$ cat src/rtl/fwd_pkg.sv
// Shared encodings and the in-flight stage record used by the forwarding/hazard controller.
package fwd_pkg;

    localparam int RA_W = 5;

    localparam logic [1:0] FWD_RF = 2'b00;
    localparam logic [1:0] FWD_M  = 2'b01;
    localparam logic [1:0] FWD_W  = 2'b10;

    typedef struct packed {
        logic            valid;
        logic [RA_W-1:0] rd;
        logic            we;
        logic            is_load;
    } stage_rec_t;

    localparam stage_rec_t REC_EMPTY = '0;

endpackage

$ cat src/rtl/hazard_match.sv
// Does a pipeline stage record produce the register an operand wants to read?
module hazard_match
    import fwd_pkg::*;
(
    input  stage_rec_t      rec,
    input  logic [RA_W-1:0] src,
    input  logic            use_src,
    output logic            hit
);

    // x0 is hard-wired zero, so a write to it never produces a value
    assign hit = use_src && rec.valid && rec.we && (rec.rd != '0) && (rec.rd == src);

endmodule

$ cat src/rtl/fwd_hazard_ctrl.sv
// Forwarding-select, load-use stall and redirect-flush control for the D/X/M/W pipeline.
module fwd_hazard_ctrl
    import fwd_pkg::*;
#(
    parameter int REG_ADDR_W = 5,
    parameter int CNT_W      = 32
) (
    input  logic                  clk,
    input  logic                  rst,
    input  logic                  d_valid,
    input  logic [REG_ADDR_W-1:0] d_rs1,
    input  logic [REG_ADDR_W-1:0] d_rs2,
    input  logic                  d_use_rs1,
    input  logic                  d_use_rs2,
    input  logic [REG_ADDR_W-1:0] d_rd,
    input  logic                  d_we,
    input  logic                  d_is_load,
    input  logic                  x_redirect,
    input  logic                  ext_stall,
    output logic [1:0]            fwd_a_sel,
    output logic [1:0]            fwd_b_sel,
    output logic                  d_byp_a,
    output logic                  d_byp_b,
    output logic                  stall_d,
    output logic                  bubble_x,
    output logic                  flush_d,
    output logic [CNT_W-1:0]      stall_count,
    output logic [CNT_W-1:0]      flush_count
);

    localparam logic [CNT_W-1:0] CNT_ONE = {{(CNT_W-1){1'b0}}, 1'b1};

    stage_rec_t       x_rec_reg, m_rec_reg, w_rec_reg;
    logic [1:0]       sel_a_reg, sel_b_reg;
    logic [CNT_W-1:0] stall_cnt_reg, flush_cnt_reg;

    stage_rec_t            recs [3];
    logic [REG_ADDR_W-1:0] srcs [2];
    logic                  uses [2];
    logic                  hits [3][2];

    assign recs[0] = x_rec_reg;
    assign recs[1] = m_rec_reg;
    assign recs[2] = w_rec_reg;
    assign srcs[0] = d_rs1;
    assign srcs[1] = d_rs2;
    assign uses[0] = d_use_rs1;
    assign uses[1] = d_use_rs2;

    // hits[stage][operand]: stage 0 = X, 1 = M, 2 = W; operand 0 = rs1, 1 = rs2
    genvar gi, gj;
    generate
        for (gi = 0; gi < 3; gi++) begin : g_stage
            for (gj = 0; gj < 2; gj++) begin : g_opnd
                hazard_match u_match (
                    .rec     (recs[gi]),
                    .src     (srcs[gj]),
                    .use_src (uses[gj]),
                    .hit     (hits[gi][gj])
                );
            end
        end
    endgenerate

    logic load_use;
    logic [1:0] sel_a_next, sel_b_next;

    assign load_use = d_valid && x_rec_reg.is_load && (hits[0][0] || hits[0][1]);

    // Youngest producer first: X moves to M next cycle, M moves to W
    function automatic logic [1:0] pick_sel(input logic hit_x, input logic hit_m);
        if (hit_x)      return FWD_M;
        else if (hit_m) return FWD_W;
        else            return FWD_RF;
    endfunction

    assign sel_a_next = pick_sel(hits[0][0], hits[1][0]);
    assign sel_b_next = pick_sel(hits[0][1], hits[1][1]);

    always_ff @(posedge clk) begin
        if (rst) begin
            x_rec_reg     <= REC_EMPTY;
            m_rec_reg     <= REC_EMPTY;
            w_rec_reg     <= REC_EMPTY;
            sel_a_reg     <= FWD_RF;
            sel_b_reg     <= FWD_RF;
            stall_cnt_reg <= '0;
            flush_cnt_reg <= '0;
        end else if (!ext_stall) begin
            m_rec_reg <= x_rec_reg;
            w_rec_reg <= m_rec_reg;
            if (x_redirect) begin
                x_rec_reg     <= REC_EMPTY;
                sel_a_reg     <= FWD_RF;
                sel_b_reg     <= FWD_RF;
                flush_cnt_reg <= flush_cnt_reg + CNT_ONE;
            end else if (load_use) begin
                x_rec_reg     <= REC_EMPTY;
                sel_a_reg     <= FWD_RF;
                sel_b_reg     <= FWD_RF;
                stall_cnt_reg <= stall_cnt_reg + CNT_ONE;
            end else begin
                x_rec_reg <= '{valid: d_valid, rd: d_rd, we: d_we, is_load: d_is_load};
                sel_a_reg <= sel_a_next;
                sel_b_reg <= sel_b_next;
            end
        end
    end

    assign fwd_a_sel   = sel_a_reg;
    assign fwd_b_sel   = sel_b_reg;
    assign d_byp_a     = hits[2][0];
    assign d_byp_b     = hits[2][1];
    assign stall_d     = ext_stall || (load_use && !x_redirect);
    assign bubble_x    = !ext_stall && (x_redirect || load_use);
    assign flush_d     = !ext_stall && x_redirect;
    assign stall_count = stall_cnt_reg;
    assign flush_count = flush_cnt_reg;

endmodule

$ cat config.mk
export PLATFORM = sky130hd
export DESIGN_NAME = fwd_hazard_ctrl
export DESIGN_NICKNAME = d
export VERILOG_FILES = /design/src/rtl/fwd_pkg.sv /design/src/rtl/hazard_match.sv /design/src/rtl/fwd_hazard_ctrl.sv
export SDC_FILE = /design/constraint.sdc
export NUM_CORES = 1
export LEC_CHECK = 0
export CORE_UTILIZATION = 55
export CTS_CLUSTER_SIZE = 25
export DETAILED_ROUTE_END_ITERATION = 8
export PLACE_DENSITY = 0.82
export SYNTH_ARGS = -nofsm -noshare
export SYNTH_HDL_FRONTEND = slang
export SYNTH_HIERARCHICAL = 1
export SYNTH_SLANG_ARGS = --single-unit
$ cat constraint.sdc
create_clock -name clk -period 7.1 [get_ports clk]
set_clock_uncertainty 0.05 [all_clocks]
set_input_delay 1.42 -clock clk [delete_from_list [all_inputs] [get_ports clk]]
set_output_delay 1.42 -clock clk [all_outputs]
set_load 0.05 [all_outputs]
[After elaboration in Yosys (flattened, before gate mapping)]
Index checks and enable logic that the tools add are counted.
Storage, ports and cells
  flip-flop bits (word level): 90
  output and inout port bits: 73
  logic and storage cells: 73
  input port bits: 24
Cells by class
  add/subtract/negate cells: 2
  reductions and logical operators: 39
  bitwise operators: 2
  mux-type cells: 10
  eq/ne operators: 6
Operator list (count)
  $add 32x1->32 const B: 2
  $eq 5x5->1: 6
  $logic_and 1x1->1: 29
  $mux 2: 8
  $mux 8: 2
  $reduce_bool 5->1: 3
  $logic_or 1x1->1: 3
  $reduce_and 3->1: 1
  $logic_not 1->1: 2
  $not 1->1: 2
  $reduce_and 2->1: 1

[Longest topological paths before layout]
  depth in word-level cells: 8
  depth in mapped cells: 10
  gate-level depth less buffers: 7

[By module]
Netlist, hierarchy kept.
Modules (own cells, without submodules)
  fwd_hazard_ctrl: cells an instance 456, times used 1, seq. area each 1841.8 um^2, area an instance 4056.4 um^2
  hazard_match: cells an instance 10, times used 6, seq. area each 0.0 um^2, area an instance 72.6 um^2

[Worst setup path before layout]
OpenSTA, ideal clock, no wires.
  kind: input to output
  from: in d_rs2[2]
  to: out bubble_x
  stages on the path: 7
  slack: 2.663 ns
  arrival time: 2.967 ns
  path through: xnor2_1 > nand4_1 > nor3_1 > o211a_1 > buf_2 > nor2_1 > nor2_1
RTL lines
  start: declaration: line fwd_hazard_ctrl.sv:12  | input logic [REG_ADDR_W-1:0] d_rs2,
  end: declaration: line fwd_hazard_ctrl.sv:25  | output logic bubble_x,

==> qor.csv <==
stage,metric,value,unit
setup_path,"CP delay by family, top",buffers and inverters,
floorplanning,die height,91.7,µm
synthesis,syn_area_per_cell,8.67,µm²
clock_network,Worst-path clk slew,0.08,ns
worst_hold_path,hold_sp,stall_count[31],
job,max-cap viol count,0,
synthesis,Synth Warn #,6,
timing,final hold vios,0,
setup_path,R2R Setup Slk,3.72,ns
floorplanning,I/O pin cnt,97,
layout,Final Cell Area,0.00561,mm²
place,DP HPWL,7490,µm
setup_path,Worst path slowest cell,clkdlybuf4s50_1,
global_routing,Tot GR Track Use,26.0,%
synthesis,post-synthesis cell count,510,
global_routing,vias in the first global route,3868,
clock_network,CTS tree,done,
power_and_ir_drop,Tot Pwr,966,µW
drt,number of detailed-route iterations in the first pass,5,
layout,Non-Filler Instances,695,
worst_hold_path,end of the worst hold path,stall_count[31],
clock_network,"Hold-fix buffers, CTS",0,
layout,share of layout cells above drive strength 1,3.88,%
timing,fmax,179,MHz
outcome,status,finished clean,
synthesis,synthesized area,0.00442,mm²
power_and_ir_drop,Max IR drop VDD,0.142,mV
clock_network,Num Clock Sinks,90,
drt,routed vias,4273,
floorplanning,# rows,32,
setup_path,FF-to-FF path depth,7,
global_routing,antenna violations before repair,0,
timing,Setup TNS,0,ns
timing,Worst slew margin,40.5,%
place,placed cell count,679,
setup_path,Crit Path Max Fanout,9,
worst_hold_path,hold path depth,2,
timing,RSZ-0062 raised after global routing,false,
drt,Post-DRT Antenna Nets,0,
drt,DR vias/cell,6.15,
clock_network,post-CTS sizing,0,
setup_path,R2R Path Start,recs[20],
floorplanning,Starting Density,57.0,%
drt,First DRT Iteration DRCs,173,
setup_path,CP Cell Sequence,clkdlybuf4s50_1 > xnor2_1 > nand4_1 > nor3_1 > o211a_1 > nor2_1 > nor2_1 > clkdlybuf4s50_1,
power_and_ir_drop,P per Cell Area,172,mW/mm²
floorplanning,CORE AREA,0.00777,mm²
layout,diode count,0,
clock_network,CTS buffer count,9,
setup_path,Critical Path AT,4.11,ns
setup_path,Bufs and invs on worst path,2,
clock_network,post-CTS setup buffer count,0,
global_routing,largest net degree at the start of global routing,83,
clock_network,H-tree Lvls,3,
drt,DRC,0,
setup_path,Critical R2R Capture,stall_count[21],
clock_network,worst skew pair latency,0.35,ns
place,routability cong.,0.876,
place,IO Port Bufs,96,
setup_path,CP peak stage delay,0.82,ns
setup_path,WS Path Type,in2out,
power_and_ir_drop,leakage,0.00178,µW
timing,Max Slew Vio Count,0,
worst_hold_path,HP Class,reg2reg,
timing,fin crit share,78.6,%
layout,Register Area,0.00180,mm²
setup_path,crit end category,primary output,
timing,Final Setup Violations,0,
layout,Layout Nets,614,
global_routing,GRT overflow,0,
timing,Tmin final,5.58,ns
layout,number of filler cells placed in the layout,588,
timing,worst-margin pin slew,0.890,ns
layout,Layout area overhead,26.7,%
synthesis,Post-Syn Nets,536,
setup_path,Worst setup SP type,input pin,
clock_network,CTS max path bufs,2,
clock_network,CTS root buf,clkbuf_8,
floorplanning,Die Wd,91.7,µm
place,Post-DP Area,0.00539,mm²
setup_path,Critical Path RT,5.63,ns
drt,DR WL/cell,15.7,µm
layout,area of the multi-input gates,0.00247,mm²
floorplanning,die area,0.00841,mm²
global_routing,first-pass GRT wire length,18100,µm
drt,total length of routed wires,10900,µm
==> metrics by stage <==
stage          setup WS [ns]  utilization [%]  hold slack [ns]
5_1_grt                 1.39             72.2            0.452
2_1_floorplan           2.66                -            0.413
3_3_place_gp            1.64             69.3            0.414
4_1_cts                 1.54             72.2            0.438
6_report                1.52             72.2            0.430
3_5_place_dp            1.56             69.3            0.423
==> cells in the final DEF (no fill, tap or decap), types with 2 or more instances in the layout <==
cell type        count
clkbuf_1             2
or3_1               12
and4_1               9
xor2_1              10
mux2i_1             25
clkbuf_8            10
nor4_1               2
and3_1               4
ha_1                 2
nand3_1             22
dfxtp_1             90
nand4_1             35
buf_2                2
nor2b_1              2
bufinv_16            2
a21oi_1             48
clkdlybuf4s50_1     94
xnor2_1             33
a32oi_1              2
nor3_1               6
clkinvlp_4           2
nand2_1             19
and2_1               2
or4_1               40
o31ai_1             34
nor2_1              51
o21ai_0             13
inv_1                8
==> where the power goes <==
group	total, µW	switching (µW)	leakage (µW)	internal, µW
logic	68.1	35.5	0.000952	32.5
clock network	382	173	0.000103	208
registers	516	7.43	0.000726	509
==> layer usage <==
layer	track usage, %	wire length, µm
met1	35.2	4930
met5	0	0
met3	3.81	605
met2	42.2	5130
met4	9.77	250
==> area by class of cell <==
class	instances	share of cell area (%)
clock inverter	4	1.34
tap	102	2.28
timing repair buffer	97	17.1
clock buffer	12	2.59
inverter	8	0.536
sequential	90	32.1
multi-input combinational	382	44.0
==> worst reg2reg max path: cells and delay by family (launching register included) <==
family           cells  cell delay, ns
XOR/XNOR             1            0.16
AND/OR/NAND/NOR      4            2.01
flip-flops           1            0.49
AO/OA/AOI/OAI        2            0.60
==> worst max-delay path by stage <==
stage | start | depth (start not counted) | slack (ns) | endpoint
after detailed placement | d_rs2[2] | 8 | 1.56 | bubble_x
after global placement | d_rs2[2] | 8 | 1.64 | bubble_x
after global routing | d_rs2[2] | 8 | 1.39 | bubble_x
final | d_rs2[2] | 8 | 1.52 | bubble_x
after floorplan | d_rs2[2] | 7 | 2.66 | bubble_x
after CTS | d_rs2[2] | 8 | 1.54 | bubble_x
Power figures use the tool's default switching activity.
